`config.mk`:
```
export PLATFORM = sky130hd
export DESIGN_NAME = scratch_dwnld_router
export DESIGN_NICKNAME = d
export VERILOG_FILES = /design/src/rtl/scratch_dwnld_pkg.sv /design/src/rtl/scratch_dwnld_decode.sv /design/src/rtl/scratch_dwnld_router.sv
export SDC_FILE = /design/constraint.sdc
export NUM_CORES = 1
export LEC_CHECK = 0
export ABC_CLOCK_PERIOD_IN_PS = 2400
export CAP_MARGIN = 10
export CELL_PAD_IN_SITES_DETAIL_PLACEMENT = 0
export CELL_PAD_IN_SITES_GLOBAL_PLACEMENT = 1
export CORE_UTILIZATION = 36
export DETAILED_ROUTE_END_ITERATION = 12
export HOLD_SLACK_MARGIN = 0.15
export PLACE_DENSITY_LB_ADDON = 0.15
export SLEW_MARGIN = 30
export SYNTH_ARGS = -nofsm -noshare
export SYNTH_HDL_FRONTEND = slang
export SYNTH_HIERARCHICAL = 1
export SYNTH_SLANG_ARGS = --single-unit
```
`constraint.sdc`:
```
create_clock -name clk -period 2.4 [get_ports clk]
set_clock_uncertainty 0.05 [all_clocks]
set_input_delay 0.48 -clock clk [delete_from_list [all_inputs] [get_ports clk]]
set_output_delay 0.48 -clock clk [all_outputs]
set_load 0.1 [all_outputs]
```
`src/rtl/scratch_dwnld_pkg.sv`:
```
// Shared types and helpers for the Scratch download router.
// Holds the SDRAM FSM states, the decoded byte destination and the PROM window size.
package scratch_dwnld_pkg;

  typedef enum logic {IDLE, WAIT_ACK} state_e;

  typedef enum logic {TGT_SDRAM, TGT_PROM} target_e;

  typedef struct packed {
    target_e     target;
    logic [1:0]  region;
    logic [24:0] offset;
  } decode_t;

  function automatic logic [25:0] prom_bytes(input int n, input int aw);
    return 26'(n) << aw;
  endfunction

endpackage

```
`src/rtl/scratch_dwnld_decode.sv`:
```
// Combinational ioctl address decode: picks PROM region or SDRAM and computes the offset.
// SDRAM offsets above the PROM window are closed up so SDRAM sees a gap-free image.
module scratch_dwnld_decode
  import scratch_dwnld_pkg::*;
#(
  parameter logic [24:0] PROM_START = 25'h0,
  parameter int          PROM_AW    = 9,
  parameter int          PROM_N     = 2
) (
  input  logic [24:0] addr,
  output decode_t     dec
);

  localparam logic [25:0] PROM_BYTES = prom_bytes(PROM_N, PROM_AW);

  // The extra top bit acts as a borrow flag: set when addr lies below the window.
  logic [26:0] diff;
  assign diff = {2'b00, addr} - {2'b00, PROM_START};

  always_comb begin
    // NOTE: default every field first so no path through the if-chain infers a latch.
    dec = '0;
    if (diff[26]) begin
      dec.target = TGT_SDRAM;
      dec.offset = addr;
    end else if (diff[25:0] < PROM_BYTES) begin
      dec.target = TGT_PROM;
      dec.region = 2'(diff[25:0] >> PROM_AW);
      dec.offset = diff[24:0];
    end else begin
      dec.target = TGT_SDRAM;
      dec.offset = 25'({1'b0, addr} - PROM_BYTES);
    end
  end

endmodule

```
`src/rtl/scratch_dwnld_router.sv`:
```
// Routes ioctl download bytes to PROM_N on-chip PROM regions or to SDRAM via a
// prog_we/sdram_ack handshake with a 1-deep skid buffer, plus load status/count/checksum.
module scratch_dwnld_router
  import scratch_dwnld_pkg::*;
#(
  parameter int          SDRAM_AW   = 22,
  parameter logic [24:0] PROM_START = 25'h0,
  parameter int          PROM_AW    = 9,
  parameter int          PROM_N     = 2,
  parameter bit          SWAB       = 1'b0
) (
  input  logic                clk,
  input  logic                rst_n,
  input  logic                downloading,
  input  logic [24:0]         ioctl_addr,
  input  logic [7:0]          ioctl_data,
  input  logic                ioctl_wr,
  output logic [SDRAM_AW-1:0] prog_addr,
  output logic [7:0]          prog_data,
  output logic [1:0]          prog_mask,
  output logic                prog_we,
  input  logic                sdram_ack,
  output logic [PROM_N-1:0]   prom_we,
  output logic [PROM_AW-1:0]  prom_addr,
  output logic [7:0]          prom_data,
  output logic                dwnld_busy,
  output logic                dwnld_done,
  output logic                overflow,
  output logic [24:0]         byte_cnt,
  output logic [7:0]          checksum
);

  decode_t dec;

  scratch_dwnld_decode #(
    .PROM_START (PROM_START),
    .PROM_AW    (PROM_AW),
    .PROM_N     (PROM_N)
  ) u_decode (
    .addr (ioctl_addr),
    .dec  (dec)
  );

  state_e              state;
  logic                dl_q;
  logic                done_pend;
  logic                sk_full;
  logic [SDRAM_AW-1:0] sk_addr;
  logic [1:0]          sk_mask;
  logic [7:0]          sk_data;

  logic                wr_ok, is_prom, is_sd;
  logic                issue_ok, dropped, accepted, sk_load;
  logic                dl_rise, dl_fall;
  logic [SDRAM_AW-1:0] new_addr;
  logic [1:0]          new_mask;
  logic                unused_offset;

  assign wr_ok    = ioctl_wr && downloading;
  assign is_prom  = wr_ok && (dec.target == TGT_PROM);
  assign is_sd    = wr_ok && (dec.target == TGT_SDRAM);
  assign new_addr = dec.offset[SDRAM_AW:1];
  assign new_mask = (dec.offset[0] ^ SWAB) ? 2'b01 : 2'b10;
  assign unused_offset = ^dec.offset;

  // A new request may be launched when idle or when the current one is acked this cycle.
  assign issue_ok = (state == IDLE) || sdram_ack;
  assign dropped  = is_sd && !issue_ok && sk_full;
  assign accepted = wr_ok && !dropped;
  // Skid is written when it frees up on issue and refills, or when it is empty and must hold.
  assign sk_load  = is_sd && (issue_ok ? sk_full : !sk_full);

  assign dl_rise  = downloading && !dl_q;
  assign dl_fall  = !downloading && dl_q;

  assign dwnld_busy = downloading || prog_we || sk_full;
  assign dwnld_done = done_pend && (state == IDLE) && !sk_full;

  // NOTE: sequential state uses non-blocking assignments so every flop samples pre-edge values.
  always_ff @(posedge clk or negedge rst_n) begin
    if (!rst_n) begin
      state     <= IDLE;
      prog_we   <= 1'b0;
      prog_addr <= '0;
      prog_data <= '0;
      prog_mask <= '0;
      sk_full   <= 1'b0;
    end else if (issue_ok) begin
      if (sk_full) begin
        prog_addr <= sk_addr;
        prog_data <= sk_data;
        prog_mask <= sk_mask;
        prog_we   <= 1'b1;
        state     <= WAIT_ACK;
        sk_full   <= is_sd;
      end else if (is_sd) begin
        prog_addr <= new_addr;
        prog_data <= ioctl_data;
        prog_mask <= new_mask;
        prog_we   <= 1'b1;
        state     <= WAIT_ACK;
      end else begin
        prog_we   <= 1'b0;
        state     <= IDLE;
      end
    end else if (is_sd && !sk_full) begin
      sk_full <= 1'b1;
    end
  end

  // NOTE: skid payload is qualified by sk_full, so it needs no reset and carries none.
  always_ff @(posedge clk) begin
    if (sk_load) begin
      sk_addr <= new_addr;
      sk_mask <= new_mask;
      sk_data <= ioctl_data;
    end
  end

  always_ff @(posedge clk or negedge rst_n) begin
    if (!rst_n) begin
      prom_we   <= '0;
      prom_addr <= '0;
      prom_data <= '0;
    end else begin
      prom_we <= is_prom ? (PROM_N'(1) << dec.region) : '0;
      if (is_prom) begin
        prom_addr <= dec.offset[PROM_AW-1:0];
        prom_data <= ioctl_data;
      end
    end
  end

  always_ff @(posedge clk or negedge rst_n) begin
    if (!rst_n) begin
      dl_q      <= 1'b0;
      done_pend <= 1'b0;
      byte_cnt  <= '0;
      checksum  <= '0;
      overflow  <= 1'b0;
    end else begin
      dl_q <= downloading;
      if (dl_rise) begin
        byte_cnt  <= 25'(accepted);
        checksum  <= accepted ? ioctl_data : 8'h00;
        overflow  <= dropped;
        done_pend <= 1'b0;
      end else begin
        if (accepted) begin
          byte_cnt <= byte_cnt + 25'd1;
          checksum <= checksum + ioctl_data;
        end
        if (dropped)
          overflow <= 1'b1;
        if (dwnld_done)
          done_pend <= 1'b0;
        if (dl_fall)
          done_pend <= 1'b1;
      end
    end
  end

endmodule
```
==> flow_summary.ini <==
[sta]
drv_slew = 0
fmax_ghz = 0.417
worstMarginPinSlew_ns = 0.640
relSlewSlack_pct = 57.3
min_period_over_period_pct = 99.9
fin_setup_tns_ns = 0
setup_viol = 0
holdWs_ns = 0.428
rsz0062_at_grt = true
hold_viol_final = 0
post-route-min-period_ns = 2.40

[grt]
grt_pass1_vias = 4539
antenna_found_initial = 0
grt_overflow_total = 0
grt_use_total_pct = 18.5
grt_max_degree = 39
grt_pass1_wl_um = 23100

[floorplan]
ios = 126
die_w_um = 127
fp-row-count = 45
fp.dieH_um = 127
core_area_sq_mm = 0.0153
die-area_sq_mm = 0.0162
initial_utilization_pct = 37.1

[clocking]
cts_made_buffers = 17
tritoncts = done
clockBufferDepth = 2
clkTransAtPathRegs_ns = 0.06
cts.sinks = 121
root_buffer = clkbuf_16
clk_latency_ns = 0.42
htreeDepth = 4

[worst_setup_path]
crit_path_start_kind = primary input
worst-path-max-fanout = 7
cp.required_ns = 2.66
critPathArrivalTime_ns = 2.66
criticalPathCategory = in2reg
crit_path_end_kind = register

[detailed_routing]
vias = 4382
via_per_inst = 4.81
detail-route-antenna-nets = 0
first_pass_iters = 4
wl_per_cell_um = 15.5
drc = 0
drt_iter0_markers = 193
totalWireLength_um = 14100

[placement]
place_inst = 867
gp_congestion = 0.840
place_hpwl_um = 9900
port_buffers = 125
place_area_sq_mm = 0.00734

[cells_and_area]
num_antenna_cells = 0
fill_cells = 1354
final_cells = 911
post-route-util_pct = 53.5
fin_nets = 736
drive_above_1_share_pct = 35.6
final_common_cell = buf_4
final_cell_mix = buf_4, dfrtp_1, nand2_1, o21ai_0, nor2_1
area_growth_pct = 44.2
final_area_sq_mm = 0.00816

[logic_synthesis]
syn-cell-area_sq_mm = 0.00566
avgSynthCellArea_sq_um = 11.2
syn_nets = 553
synth_cells = 504
synth_warnings = 6

[worst_hold_path]
hold_class = reg2reg

[power_and_ir_drop]
p_per_area_mw_per_mm2 = 905
p_leak_nw = 3.65
ir_drop_mv = 0.611

[run_status]
outcome = finished, final reports clean

[job]
maxCapViolations = 0
critical path, cell delays in order:
cell      delay, ns
buf_6          0.09
or4_4          0.55
or4_4          0.46
nor2_4         0.16
o311ai_4       0.19
a211oi_2       0.36
nand4_1        0.16
xor2_1         0.15
nor2_1         0.05
flip-flops by register name, summed over array words and instances (netlist names), 8 cells and up:
signal / cells
checksum: 8
prog_addr: 22
byte_cnt: 25
prog_data: 8
prom_data: 8
sk_data: 8
sk_addr: 22
prom_addr: 9
power by group:
part / leakage [nW] / total (mW) / internal, mW / switching, mW
clock: 0.299 / 2.69 / 1.74 / 0.953
sequential: 1.46 / 2.44 / 2.31 / 0.134
combinational: 1.88 / 2.26 / 0.561 / 1.70
total: 3.65 / 7.39 / 4.60 / 2.78
timing repair:
action	4_1_cts	5_1_grt
hold buffers	1	0
buffers inserted	3	8
endpoints found under the hold margin	35	0
setup endpoints to repair	128	97
pin swaps	14	22
resized for setup	24	19
worst paths after layout:
kind / start / to / slack, ns / cells after the start
hold / removal: prog_data[5]$_DFFE_PN0P_ / prog_data[5]$_DFFE_PN0P_ / 0.43 / 2
setup / recovery: ioctl_addr[12] / byte_cnt[21]$_DFFE_PN0P_ / 0.003 / 9
hold reg to reg: prog_data[5]$_DFFE_PN0P_ / prog_data[5]$_DFFE_PN0P_ / 0.43 / 2
setup reg to reg: checksum[0]$_DFFE_PN0P_ / checksum[6]$_DFFE_PN0P_ / 0.31 / 9
min in group asynchronous: rst_n / prog_addr[13]$_DFFE_PN0P_ / 0.52 / 2
max in group asynchronous: rst_n / prog_data[0]$_DFFE_PN0P_ / 1.09 / 3
per-stage QoR:
step	setup slack [ns]	power [mW]
6_report	0.00287	7.39
5_1_grt	-0.0651	7.68
4_1_cts	-0.105	7.45
3_5_place_dp	-0.859	4.73
3_3_place_gp	-0.789	4.71
2_1_floorplan	-0.417	4.10
metal layers:
metal	share of wire (%)	vias to the layer above	global-route usage (%)
li1	-	2142	-
met1	47	2144	23.9
met2	47	84	29.7
met3	4.8	12	5.78
met4	0.90	0	5.32
met5	0	-	0
area by class of cell:
type	instances	area, sq um	area share (%)
Sequential cell	121	3190	39.1
Timing Repair Buffer	197	1660	20.3
Multi-Input combinational cell	341	2390	29.3
Tap cell	211	264	3.24
Clock inverter	15	198	2.42
Clock buffer	17	425	5.21
Inverter	9	33.8	0.414
Power figures use the tool's default switching activity.
==> patch: new RTL, same settings <==
The parameter `SWAB` goes from 1'b0 to 1'b1.
--- a/src/rtl/scratch_dwnld_router.sv
+++ b/src/rtl/scratch_dwnld_router.sv
@@ -9,3 +9,3 @@
   parameter int          PROM_N     = 2,
-  parameter bit          SWAB       = 1'b0
+  parameter bit          SWAB       = 1'b1
 ) (
Behaviour: not the same (a bounded check fails within 4 cycles, from zero or initial values and one cycle with rst_n low).
==> patch against the original RTL <==
The flow now finishes with violations (setup timing). Final cell count fell by 2.7%. Hold slack got worse by 0.0010 ns. Via count rose by 0.94%. Total power rose by 3.0%. Critical endpoint is now byte_cnt[19]$_DFFE_PN0P_. Final area rose by 0.21%. Largest power group unchanged. Synthesized cell count fell by 0.60%. Setup slack got worse by 0.21 ns. Area after synthesis fell by 0.80%. Sequential cell count did not move. Routed wire length rose by 1.9%. First-iteration DRC count fell by 9.8%. Core utilization rose by 0.31 points. Non-clock buffer count fell by 1.
==> patch: results (changes against the original RTL) <==
Status = finished with violations
Failing checks = setup timing
Clock Power = 2.63 mW (-2%)
Initial DRC Count = 174 (-9.8%)
Post-Route M1 WL = 6650 µm (+0.45%)
DR WL/cell = 16.3 µm (+4.7%)
Ant diodes = 0 (unchanged)
Worst setup margin = -0.204 ns (-0.207 ns)
Biggest regs = byte_cnt (25), prog_addr (22), sk_addr (22)
Worst-Skew Late Latency = 0.42 ns (about the same)
Vias in the first global route = 4480 (-1.3%)
First-pass iteration count of the detailed router = 4 (unchanged)
Max incr delay on CP = 0.52 ns (-0.03 ns)
Sequential Area = 0.00319 mm² (about the same)
Cell Int Power = 4.60 mW (about the same)
WL met3 = 524 µm (-23%)
Crit-path max FO = 3 (-4)
WL met2 = 7080 µm (+5.5%)
Leakage = 3.70 nW (+1.6%)
Met3 Use GR = 4.81% (-0.97 points)
Clk buf depth = 2 (unchanged)
RePlAce Congestion = 0.776 (-7.6%)
Fraction of area in multi-input gates = 29.7% (+0.38 points)
DPL Wire Length = 9900 µm (about the same)
Multi-input gates = 340 (-0.29%)
Slew HR = 58.2% (+0.86 points)
Fillers = 1355 (+0.074%)
Top delay family on crit path = simple AND/OR/NAND/NOR gates
Layout Nets = 734 (-0.27%)
Clock buf/inv share = 7.47% (-0.17 points)
Worst-path cell with the longest stage delay = or4_4
H-tree levels = 4 (unchanged)
Nonclk inv count = 9 (unchanged)
Placed Area = 0.00731 mm² (-0.38%)
Worst Path Arrival = 2.90 ns (+0.24 ns)
GRT met2 Usage = 30.6% (+0.84 points)
Signal buffers share of area = 20.5% (+0.22 points)
Worst vdd ir = 0.509 mV (-17%)
All-Layer GR Usage = 18.9% (+0.41 points)
Syn Nets = 550 (-0.54%)
Pwr Density = 930 mW/mm² (+2.8%)
Clock slew at reported path FFs = 0.06 ns (about the same)
Clock buffers = 18 (+1)
Port bufs = 125 (unchanged)
CTS Buf Count = 17 (unchanged)
Combinational cell power = 2.49 mW (+10%)
CTS Sinks = 121 (unchanged)
Vias per cell = 4.99 (+3.8%)
Share of post-route cells with drive strength above 1 = 36.4% (+0.82 points)
Bufs w/o clock = 196 (-0.51%)
Final setup fails = 27 (+27)
Pin count of the biggest net entering global routing = 49 (+26%)
Topmost layer with routed signal wires = met4
First-pass GRT wire length = 23500 µm (+1.8%)
Sum of negative setup slack = -2.77 ns (-2.77 ns)
Met1 usage = 24.7% (+0.75 points)
Root Buffer Master = clkbuf_16
Initial antenna violation count = 0 (unchanged)
Hold Crit Class = reg -> reg
==> patch: cell types whose count changed in the layout (fill, tap and decap cells not counted), moves of 3 or more <==
cell	before	now
a21oi_1	11	7
and3_1	4	8
buf_4	152	147
buf_6	2	6
clkinv_4	2	5
clkinvlp_4	3	0
nand2_1	58	50
nand4_1	5	10
nor2_4	4	1
o21ai_0	46	53
o21ai_1	12	6
xor2_1	23	19
==> patch: through the flow <==
step           power, mW  std cells  worst slack (ns)
2_1_floorplan       4.30        501            -0.704
5_1_grt             7.91        886            -0.273
3_3_place_gp        4.97        843            -0.941
6_report            7.61        886            -0.204
3_5_place_dp        5.00        843            -0.999
4_1_cts             7.67        883            -0.348
==> patch: what timing repair did <==
action / CTS / global route
endpoints found under the hold margin: 37 / 0
setup endpoints to repair: 123 / 80
setup buffers: 8 / 5
hold buffers: 1 / 0
pin swaps: 18 / 19
gates resized for setup: 36 / 22
==> patch: final timing paths <==
check / depth (start not counted) / start / slack (ns) / to
max: 11 / ioctl_addr[12] / -0.20 / byte_cnt[19]$_DFFE_PN0P_
min: 2 / prog_addr[13]$_DFFE_PN0P_ / 0.43 / prog_addr[13]$_DFFE_PN0P_
max reg2reg: 9 / checksum[0]$_DFFE_PN0P_ / 0.23 / checksum[6]$_DFFE_PN0P_
min reg2reg: 2 / prog_addr[13]$_DFFE_PN0P_ / 0.43 / prog_addr[13]$_DFFE_PN0P_
max in group asynchronous: 3 / rst_n / 1.14 / checksum[6]$_DFFE_PN0P_
min in group asynchronous: 2 / rst_n / 0.55 / prog_addr[14]$_DFFE_PN0P_
==> patch: worst register-to-register path: cells and delay by family, from the launching register on <==
family | cells | cell delay, ns
compound gates | 4 | 0.73
simple gates | 2 | 0.40
buf+inv | 1 | 0.07
fa+ha+maj | 2 | 0.39
flops | 1 | 0.42
